[src/rtl/tdm_demultiplexer_1_to_4.sv]
`default_nettype none
// ============================================================================
//  Module   : tdm_demultiplexer_1_to_4
//  Brief    : Drives the slot select of an upstream 4:1 mux, samples one slot
//             per cycle and presents each completed frame in parallel.
//  Revision : 1.0 - initial release
// ============================================================================
module tdm_demultiplexer_1_to_4 #(
  parameter int DATA_WIDTH = 1
) (
  input  logic                      clock,
  input  logic                      reset,
  input  logic                      frame_start,
  input  logic [DATA_WIDTH-1:0]     in_line,
  output logic [1:0]                select_lines,
  output logic [4*DATA_WIDTH-1:0]   output_lines,
  output logic                      frame_valid,
  output logic                      frame_error
);

  localparam int c_NUM_SLOTS = 4;
  localparam logic [1:0] c_LAST_SLOT = 2'd3;

  typedef enum logic [0:0] {
    ST_IDLE    = 1'b0,
    ST_RECEIVE = 1'b1
  } state_t;

  state_t                          r_state;
  state_t                          w_state_nxt;
  logic [1:0]                      r_select;
  logic [1:0]                      w_select_nxt;
  logic [DATA_WIDTH-1:0]           r_shadow [0:c_NUM_SLOTS-1];
  logic [c_NUM_SLOTS-1:0]          w_slot_we;
  logic [c_NUM_SLOTS*DATA_WIDTH-1:0] w_frame;
  logic [c_NUM_SLOTS*DATA_WIDTH-1:0] r_output;
  logic                            w_load_frame;
  logic                            w_valid_nxt;
  logic                            w_error_nxt;
  logic                            r_valid;
  logic                            r_error;

  always_comb begin
    w_state_nxt  = r_state;
    w_select_nxt = r_select;
    w_slot_we    = '0;
    w_load_frame = 1'b0;
    w_valid_nxt  = 1'b0;
    w_error_nxt  = 1'b0;
    case (r_state)
      ST_IDLE: begin
        w_select_nxt = 2'd0;
        if (frame_start) begin
          w_slot_we[0] = 1'b1;
          w_select_nxt = 2'd1;
          w_state_nxt  = ST_RECEIVE;
        end
      end
      ST_RECEIVE: begin
        if (frame_start) begin
          // Sync slip: abandon the partial frame and restart at slot 0.
          w_error_nxt  = 1'b1;
          w_slot_we[0] = 1'b1;
          w_select_nxt = 2'd1;
        end else if (r_select == c_LAST_SLOT) begin
          w_load_frame = 1'b1;
          w_valid_nxt  = 1'b1;
          w_select_nxt = 2'd0;
          w_state_nxt  = ST_IDLE;
        end else begin
          w_slot_we[r_select] = 1'b1;
          w_select_nxt        = r_select + 2'd1;
        end
      end
      default: begin
        w_select_nxt = 2'd0;
        w_state_nxt  = ST_IDLE;
      end
    endcase
  end

  // Slot 3 bypasses the shadow so the frame is published on its capture edge.
  generate
    for (genvar i = 0; i < c_NUM_SLOTS; i++) begin : g_frame
      if (i == c_NUM_SLOTS - 1) begin : g_live
        assign w_frame[i*DATA_WIDTH +: DATA_WIDTH] = in_line;
      end else begin : g_held
        assign w_frame[i*DATA_WIDTH +: DATA_WIDTH] = r_shadow[i];
      end
    end
  endgenerate

  always_ff @(posedge clock) begin
    if (reset) begin
      r_state  <= ST_IDLE;
      r_select <= 2'd0;
      r_output <= '0;
      r_valid  <= 1'b0;
      r_error  <= 1'b0;
      for (int i = 0; i < c_NUM_SLOTS; i++) begin
        r_shadow[i] <= '0;
      end
    end else begin
      r_state  <= w_state_nxt;
      r_select <= w_select_nxt;
      r_valid  <= w_valid_nxt;
      r_error  <= w_error_nxt;
      if (w_load_frame) begin
        r_output <= w_frame;
      end
      for (int i = 0; i < c_NUM_SLOTS; i++) begin
        if (w_slot_we[i]) begin
          r_shadow[i] <= in_line;
        end
      end
    end
  end

  assign select_lines = r_select;
  assign output_lines = r_output;
  assign frame_valid  = r_valid;
  assign frame_error  = r_error;

endmodule
`default_nettype wire

[config.mk]
export PLATFORM = sky130hd
export DESIGN_NAME = tdm_demultiplexer_1_to_4
export DESIGN_NICKNAME = d
export VERILOG_FILES = /design/src/rtl/tdm_demultiplexer_1_to_4.sv
export SDC_FILE = /design/constraint.sdc
export NUM_CORES = 1
export LEC_CHECK = 0
export BUFFER_PORTS_ARGS = -buffer_cell sky130_fd_sc_hd__buf_2
export CAP_MARGIN = 25
export CORE_AREA = 2 2 39 41
export DETAILED_ROUTE_END_ITERATION = 8
export DIE_AREA = 0 0 41 43
export PLACE_DENSITY = 0.72
export SYNTH_ARGS = -nofsm -noshare
export SYNTH_HDL_FRONTEND = slang
export SYNTH_SLANG_ARGS = --single-unit
[constraint.sdc]
create_clock -name clock -period 3.2 [get_ports clock]
set_clock_uncertainty 0.15 [all_clocks]
set_input_delay 0.32 -clock clock [delete_from_list [all_inputs] [get_ports clock]]
set_output_delay 0.32 -clock clock [all_outputs]
set_load 0.01 [all_outputs]
; ---- After elaboration in Yosys (flattened, before gate mapping)
; Memories as Yosys holds them, arrays and structs flattened. A register that Yosys moved wholly into a read port is not among the register bits.
; Cells that the tools add are included.
[totals]
regBits = 9
ramBits = 4
output_inout_bits = 8
elab_cells = 53
memories = 1
[op_classes]
addsub = 1
order_cmp = 2
n_eq_ne = 1
n_mux = 36
n_bitwise = 5
reduce_logical = 2
[memory_table]
columns = name, depth, word_bits, rd, rd_clocked_by_memory_dff, write_ports, line
row1 = r_shadow, 4, 1, 3, 3, 4, 33  ; logic [DATA_WIDTH-1:0] r_shadow [0:c_NUM_SLOTS-1];
[ops]
columns = cell, n
row1 = $mux 1, 27
row2 = $mux 3, 2
row3 = $mux 2, 2
row4 = $mux 4, 1
row5 = $or 1x1->1, 4
row6 = $pmux 1 s2, 2
row7 = $pmux 2 s2, 1
row8 = $lt 2x3->1 const B, 1
row9 = $add 2x1->2 const B, 1
row10 = $demux 1 s2, 1
row11 = $eq 2x2->1 const B, 1
row12 = $ge 2x1->1 const B, 1
row13 = $reduce_or 2->1, 1
row14 = $logic_and 1x1->1, 1
row15 = $not 1->1, 1

; ---- Depth between registers and ports, before layout
; Gate-level depths: netlist of the first run.
[logic_depth]
depth_word = 11
depth_mapped = 4

; ---- Worst setup path after synthesis of the first run
; OpenSTA, ideal clock, no wires.
[synth_path]
path_type = register -> register
start = register r_select[0] (netlist: select_lines[0])
end = register r_select[0] (netlist: select_lines[0])
setup_time_ps = 66
t_arrival_ps = 1096
t_required_ps = 2984
slack_ps = 1888
stages_incl_launch_ff = 4
path_cell_list = dfxtp_1 > ha_1 > or3b_1 > a21oi_2
[synth_via]
elab_chain_len = 4
elab_cells_between_ends = 5
classes_between = 1 x add/sub / 1 x eq/ne / 3 x mux
[synth_lines]
columns = element, line
row1 = from (decl), 31  ; logic [1:0] r_select;
row2 = from (signal assigned), 105  ; r_select <= w_select_nxt;
row3 = $add 2x1->2 or $eq 2x2->1 (tied branches), "72, 65"
row4 = $mux 2 *, 65  ; end else if (r_select == c_LAST_SLOT) begin
row5 = $mux 2 *, 60  ; if (frame_start) begin
row6 = $pmux 2 s2 *, 50  ; case (r_state)
; Every way passes the cells marked *; elsewhere a longest branch is shown, timed or not.
; A chain may end at the register's enable or synchronous reset.

; ---- Worst setup path in the final report of the first run
[layout_path]
start = register r_select[0] (netlist: select_lines[0])
end = register r_output[1] (netlist: output_lines[1]) (read register of r_shadow)
[layout_via]
elab_chain_len = 4
[layout_lines]
columns = element, line
row1 = $eq 2x2->1, 65
row2 = $mux 1, 65
row3 = $mux 1, 60
row4 = $mux 1, --
row5 = to (decl), 36  ; logic [c_NUM_SLOTS*DATA_WIDTH-1:0] r_output;
; No other way between the ends.

==> run summary, run 1 <==
Antenna diodes = 0
CTS Hold Buffers Added = 0
Setup bufs post-CTS = 0
RSZ-0062 raised after global routing = false
Syn_area_per_cell = 11.0 sq um
RR Startpoint = select_lines[0]$_SDFF_PP0_
Final hold vios = 0
Remaining DRCs = 0
Worst path cell trace = ha_1 -> and3b_1 -> mux2i_1
CTS tree = yes
Cell variety after synth = 20
Placed cell area = 619 sq um
First-pass GRT wire length = 1320 um
Die ar. = 1760 sq um
Total gr overflow = 0
Average wire per standard cell = 11.0 um
CP arrival = 1.45 ns
Boundary pin count = 12
Startpoint class of the critical path = flop
Top delay family on crit path = flip-flops
Status = complete, no violations
Share of layout cells above drive strength 1 = 25.0%
Worst-Margin Slew = 0.261 ns
CP required = 3.25 ns
Worst-path fanout max = 5
Worst-case clock buffer depth = 2
Worst setup margin = 1.81 ns
Final min period = 1.39 ns
#FFs+latches synth = 12
Worst Setup End Kind = flop
Max incr delay on CP = 0.40 ns
VDD IR max = 0.000204 V
Fin crit share = 43.6%
Final setup violation count = 0
Core area = 1380 sq um
Initial core utilization = 40.5%
Initial DRC count = 8
Hold crit path type = primary input to flop
Clock latency on the worst-skew pair = 0.28 ns
Yosys Warn Count = 0
Post-DP HPWL = 643 um
Total Neg Setup Slack = 0 ns
Clock Root Buffer = clkbuf_4
Vias in the first global route = 348
PD cells = 438 nW/um^2
CTS H-tree lvls = 1
Min-Delay Startpoint = frame_start
Relative slew margins = 82.4%
Total Routing Usage GR = 11.6%
Max-Cap Viols = 0
Fmax = 718 MHz
Row count = 14
Post-Route WL = 879 um
CP bufs+invs = 0
Mapped cell area = 561 sq um
Largest net degree at the start of global routing = 18
Antenna Violating Nets Remaining = 0
Sequential fraction of the synthesis area = 48.2%
CP max-delay cell = dfxtp_1
Clock transition at the registers of the reported paths = 0.08 ns
TritonCTS Buffers = 3
Die Ht = 43 um
Routability cong. = 0.672
CP Launch Point = select_lines[0]$_SDFF_PP0_
R2R Setup Slk = 1.81 ns
Max-slew violation count = 0
PortBufs = 11
Initial antenna violation count = 0
Die X = 41 um
Post-route cell area = 646 sq um
Drt via density = 4.78
Clock Sinks = 12
Vias = 382
CP Class = flop to flop
Syn-to-layout area delta = 15.2%
Post-Syn Nets = 59
Lkg Pwr = 0.307 nW
Setup WS pre-CTS = 1.81 ns
Cells after synthesis = 51
Post-CTS Resized = 0
Fin Hold WS = 0.147 ns
Iteration count of the initial detailed-routing pass = 3
# nets final = 73
## cell families after synthesis
kind of cell	count (synthesis)	share of synthesized area, %
adder cells (fa/ha/maj)	4	8.93
AND/OR/NAND/NOR	21	24.8
flip-flops	12	48.2
buffers and inverters	5	4.91
multiplexers	4	7.14
AO/OA/AOI/OAI	5	6.03
## metal layers
layer	up-vias	global-route usage [%]	part of all wire [%]
met5	-	0	0
met4	0	8.00	1.3
met3	2	3.14	6.4
met2	11	17.5	47
met1	175	13.3	46
li1	194	-	-
## cell usage after synthesis, drive strengths merged
cell type | n | share of area, %
dfxtp | 9 | 32
nand2b | 9 | 10
ha | 4 | 8.9
mux2i | 4 | 7.1
a21oi | 3 | 3.3
edfxtp | 3 | 16
inv | 3 | 2.0
a21o | 2 | 2.7
and3 | 2 | 2.2
and3b | 2 | 3.1
buf | 2 | 2.9
nor2 | 2 | 1.3
and2b | 1 | 1.6
nand2 | 1 | 0.67
nor2b | 1 | 1.1
nor4bb | 1 | 1.8
or2b | 1 | 1.3
or3b | 1 | 1.6
## report_power, final
group	total [W]	internal, W	switching, W
logic	0.0000233	0.0000112	0.0000120
registers	0.000163	0.000160	0.00000295
clock network	0.0000965	0.0000452	0.0000513
## cell usage in the layout (no fill, tap or decap), types with 2 or more instances in the layout
cell      instances
clkbuf_4          3
mux2i_1           4
nor2_1            2
and3b_1           2
a21oi_1           2
a21o_1            2
buf_2            11
ha_1              4
nand2b_1          9
inv_1             3
and3_1            2
dfxtp_1           9
edfxtp_1          3
## worst paths after layout
path | to | cells past startpoint
worst min-delay path | frame_error$_SDFF_PP0_ | 3
worst min register to register | frame_error$_SDFF_PP0_ | 2
worst max register to register | output_lines[1]$_SDFFE_PP0P_ | 3
worst max-delay path | output_lines[1]$_SDFFE_PP0P_ | 3
## through the flow
stage	power, W	cells	util, %
after CTS	0.000287	80	46.7
final	0.000283	80	46.7
after global placement	0.000189	76	44.8
after detailed placement	0.000190	76	44.8
after floorplan	0.000182	51	-
after global routing	0.000297	80	46.7
## sequential cells by signal, indices dropped and copies added (netlist names)
name and flops:
frame_valid 1, output_lines 4, r_state 1, r_shadow 3, select_lines 2, frame_error 1
## tightest hold or removal path, delay by kind of cell
| family | cells | cell delay [ns] |
|---|---|---|
| buf+inv | 1 | 0.12 |
| simple gates | 2 | 0.09 |
## final cells by class
class | count | area (sq um)
fill | 139 | 738
sequential | 12 | 270
multi-input combinational | 34 | 263
timing repair buffer | 11 | 55.1
clock buffer | 3 | 22.5
tap | 16 | 20.0
inverter | 3 | 11.3
clock inverter | 1 | 3.75
No activity file was read; power rests on OpenSTA's default activity.
==> run 2: changes to the inputs <==
- ABC_AREA: default -> 1
- PLACE_DENSITY: 0.72 -> 0.69
- clock period: 3.2 -> 1.4 ns (I/O delays scaled with it)
==> run summary, run 2 <==
Post-Syn Nets = 70
Share of layout cells above drive strength 1 = 21.5%
Antenna Violating Nets Remaining = 0
Leading cell type in the layout, fill and taps excluded = nand2_1
Fin Hold WS = 0.327 ns
Lkg Pwr = 0.329 nW
Syn-to-layout area delta = 23.1%
Yosys Warn Count = 0
Sequential fraction of the synthesis area = 51.4%
Final hold vios = 0
Count leader, synth = nand2_1
Clock Sinks = 12
Post-Route WL = 854 um
Max-slew violation count = 0
VDD IR max = 0.000642 V
PD cells = 1020 nW/um^2
Total Neg Setup Slack = 0 ns
Post-synth top cells = nand2_1 (16), nor2_1 (15), dfxtp_1 (9), inv_1 (7), ha_1 (4)
Worst-Margin Slew = 0.252 ns
Cells after synthesis = 62
Average wire per standard cell = 8.99 um
Worst-path fanout max = 11
Share of the synthesized area in the top cell type = 34.3%
Fin crit share = 95.0%
Max reg flops = 4
Initial core utilization = 38.0%
Die X = 41 um
CP Class = primary input to flop
First-pass GRT wire length = 1390 um
Ys async rst share = 0%
TritonCTS Buffers = 3
Die Ht = 43 um
Iteration count of the initial detailed-routing pass = 2
Primary FF master, synth = dfxtp_1
Boundary pin count = 12
Startpoint class of the critical path = primary input
Remaining DRCs = 0
Initial antenna violation count = 0
Most frequent cells in the layout = nand2_1 (16), nor2_1 (15), buf_2 (11)
Final min period = 1.33 ns
Cell variety after synth = 12
Initial DRC count = 3
Mapped cell area = 526 sq um
Vias in the first global route = 363
Core area = 1380 sq um
Total gr overflow = 0
Max-Cap Viols = 0
Area leader, netlist = dfxtp_1
Clock Root Buffer = clkbuf_4
Largest cells by area after synthesis = dfxtp_1 (34%), edfxtp_1 (17%), nand2_1 (11%)
Row count = 14
PortBufs = 11
Syn_area_per_cell = 8.48 sq um
Vias = 409
Final setup violation count = 0
Clock transition at the registers of the reported paths = 0.08 ns
Status = complete, no violations
Drt via density = 4.31
Fill count = 136
EDFF count, synth = 3
Total Routing Usage GR = 12.2%
Worst Setup End Kind = flop
CTS H-tree lvls = 1
Antenna diodes = 0
CTS tree = yes
#FFs+latches synth = 12
Routability cong. = 0.724
Largest net degree at the start of global routing = 12
Clock latency on the worst-skew pair = 0.27 ns
CP arrival = 1.20 ns
Hold crit path type = flop to flop
# nets final = 88
Relative slew margins = 83.1%
Post-DP HPWL = 613 um
CP required = 1.27 ns
Die ar. = 1760 sq um
Worst-case clock buffer depth = 2
Fmax = 752 MHz
==> run 2: repair_timing <==
action                                  in CTS  in global routing
hold buffers                                 3                  0
gates resized for setup                      0                  1
setup buffers                                0                  0
endpoints found under the setup margin       0                  5
endpoints found under the hold margin        3                  0
==> run 2: final cells by class <==
type | count | area (sq um) | area share [%]
clock buffer | 4 | 26.3 | 4.06
inverter | 8 | 33.8 | 5.22
multi-input combinational | 41 | 211 | 32.7
sequential | 12 | 270 | 41.8
tap | 16 | 20.0 | 3.09
timing repair buffer | 14 | 85.1 | 13.2
==> run 2: cell families after synthesis <==
logic type	after synthesis	synth area share, %
fa+ha+maj	4	9.52
simple gates	35	28.8
buf+inv	9	8.33
flops	12	51.4
compound gates	2	1.90
==> run 2: worst paths after layout <==
check                           slack [ns]                         start  depth (start not counted)                      endpoint
worst min-delay path                  0.33  r_shadow[0][1]$_SDFFCE_PN0P_                          2  output_lines[1]$_SDFFE_PP0P_
worst min register to register        0.33  r_shadow[0][1]$_SDFFCE_PN0P_                          2  output_lines[1]$_SDFFE_PP0P_
worst max-delay path                  0.07                         reset                          5  r_shadow[0][2]$_SDFFCE_PN0P_
worst max register to register        0.08    select_lines[0]$_SDFF_PP0_                          4  r_shadow[0][0]$_SDFFCE_PN0P_
==> run 2: worst max-delay path, stage by stage <==
cell           delay, ns
dlygate4sd3_1       0.52
buf_2               0.13
clkinvlp_4          0.19
nand2_1             0.16
nor2_1              0.06
==> run 2: metrics by stage <==
step	area [sq um]	utilization (%)	std cells	setup WS (ns)	total power, W
final	647	46.7	95	0.0699	0.000658
after detailed placement	587	42.4	88	0.0870	0.000441
after global routing	647	46.7	95	-0.00188	0.000685
after floorplan	526	-	62	0.0957	0.000424
after CTS	643	46.5	95	0.0545	0.000664
after global placement	587	42.4	88	0.140	0.000438
==> run 2: where the power goes <==
group / internal (W) / switching [W] / leakage (nW) / total (W)
clock network: 0.000110 / 0.000108 / 0.0150 / 0.000218
registers: 0.000369 / 0.0000114 / 0.105 / 0.000380
logic: 0.0000251 / 0.0000346 / 0.209 / 0.0000597
total: 0.000504 / 0.000154 / 0.329 / 0.000658
==> run 2: per-layer routing <==
layer,up-vias,part of all wire [%],track usage [%]
met3,2,3.9,3.14
li1,222,-,-
met1,178,47,12.6
met5,-,0,0
met4,0,1.5,10.0
met2,7,47,19.1
==> run 3: changes to the inputs <==
- CTS_BUF_LIST: default -> sky130_fd_sc_hd__clkbuf_8
==> run summary, run 3 (same netlist as run 2, synthesis figures left out) <==
Post-Route WL = 832 um
Hold crit path type = primary input to flop
Lkg Pwr = 0.338 nW
Post-DP HPWL = 613 um
CP required = 1.24 ns
VDD IR max = 0.000637 V
Worst path cell trace = dlygate4sd3_1 -> buf_2 -> clkinvlp_4 -> nand2_2 -> nor2_1
Worst-path fanout max = 11
Final min period = 1.34 ns
Iteration count of the initial detailed-routing pass = 4
Fill count = 134
Die Ht = 43 um
CTS H-tree lvls = 1
Final hold vios = 0
Max reg flops = 4
Placed cell area = 587 sq um
CTS tree = yes
Fin crit share = 95.5%
Status = complete, no violations
R2R Setup Slk = 0.09 ns
Max-Cap Viols = 0
First-pass GRT wire length = 1380 um
Syn-to-layout area delta = 25.2%
Boundary pin count = 12
Total gr overflow = 0
Die X = 41 um
Initial core utilization = 38.0%
Initial antenna violation count = 0
CP Class = primary input to flop
Vias in the first global route = 349
Remaining DRCs = 0
Post-route cell area = 658 sq um
Row count = 14
RSZ-0062 raised after global routing = false
Most frequent cells in the layout = nand2_1 (15), nor2_1 (15), buf_2 (11)
Worst-Margin Slew = 0.257 ns
Drt via density = 4.31
Relative slew margins = 82.9%
TritonCTS Buffers = 3
Final setup violation count = 0
Worst-case clock buffer depth = 2
Antenna diodes = 0
Fmax = 748 MHz
Top delay family on crit path = buffers and inverters
Routability cong. = 0.724
Total Neg Setup Slack = 0 ns
Clock latency on the worst-skew pair = 0.24 ns
Vias = 405
Clock Root Buffer = clkbuf_8
Die ar. = 1760 sq um
Core area = 1380 sq um
Worst Setup End Kind = flop
Max-slew violation count = 0
Clock transition at the registers of the reported paths = 0.05 ns
CP bufs+invs = 3
Antenna Violating Nets Remaining = 0
Largest net degree at the start of global routing = 12
Initial DRC count = 3
Startpoint class of the critical path = primary input
# nets final = 87
Average wire per standard cell = 8.85 um
Share of layout cells above drive strength 1 = 23.1%
CP arrival = 1.18 ns
Max incr delay on CP = 0.52 ns
PD cells = 1140 nW/um^2
PortBufs = 11
Clock Sinks = 12
Total Routing Usage GR = 12.1%
CP max-delay cell = dlygate4sd3_1
Total Power = 0.000749 W
==> run 3: cell types whose count changed in the layout (fill, tap and decap cells not counted) <==
| cell | change |
|---|---|
| nand2_2 | +1 |
| inv_1 | +1 |
| nand2_1 | -1 |
| dlygate4sd3_1 | -1 |
| clkbuf_1 | -1 |
| clkbuf_8 | +3 |
| clkbuf_4 | -3 |
==> run 3: through the flow <==
step | worst slack (ns) | hold slack, ns | utilization [%] | instances
global placement | 0.140 | 0.161 | 42.4 | 88
floorplan | 0.0957 | 0.0624 | - | 62
global route | 0.00461 | 0.0782 | 47.6 | 94
detailed placement | 0.0870 | 0.167 | 42.4 | 88
CTS | 0.0213 | 0.0347 | 47.1 | 94
finish | 0.0636 | 0.0357 | 47.6 | 94
==> run 3: per-layer routing <==
layer	up-vias	wire length, um	global-route usage (%)
li1	219	-	-
met1	173	387	12.6
met2	9	375	18.8
met3	4	45	4.71
met4	0	23	8.00
met5	-	0	0
==> run 3: cell type report <==
class                           count  area, sq um  share of cell area [%]
Multi-Input combinational cell     41          214                    32.5
Sequential cell                    12          270                    41.1
Inverter                            8         33.8                    5.13
Tap cell                           16         20.0                    3.04
Clock inverter                      1         3.75                   0.570
Timing Repair Buffer               13         75.1                    11.4
Clock buffer                        3         41.3                    6.27
==> run 3: worst paths after layout <==
kind | depth (start not counted) | endpoint | startpoint
worst min-delay path | 3 | r_state$_SDFF_PP0_ | frame_start
worst max-delay path | 5 | r_shadow[0][2]$_SDFFCE_PN0P_ | reset
worst min register to register | 2 | output_lines[1]$_SDFFE_PP0P_ | r_shadow[0][1]$_SDFFCE_PN0P_
worst max register to register | 4 | r_shadow[0][0]$_SDFFCE_PN0P_ | select_lines[0]$_SDFF_PP0_
==> run 3: report_power, final <==
group	switching (W)	total, W	leakage, nW	internal (W)
registers	0.0000113	0.000381	0.105	0.000370
clock network	0.000117	0.000310	0.0269	0.000192
logic	0.0000347	0.0000582	0.205	0.0000236
==> run 3: what timing repair did <==
| item | 4_1_cts | 5_1_grt |
|---|---|---|
| resized for setup | 0 | 2 |
| setup buffers | 0 | 0 |
| hold buffers | 2 | 0 |
| endpoints found under the hold margin | 2 | 0 |
| endpoints found under the setup margin | 0 | 5 |
==> run 3: worst min-delay path, stage by stage <==
cell and delay, ns:
buf_2 0.12, nand2_1 0.07, nand2_1 0.06
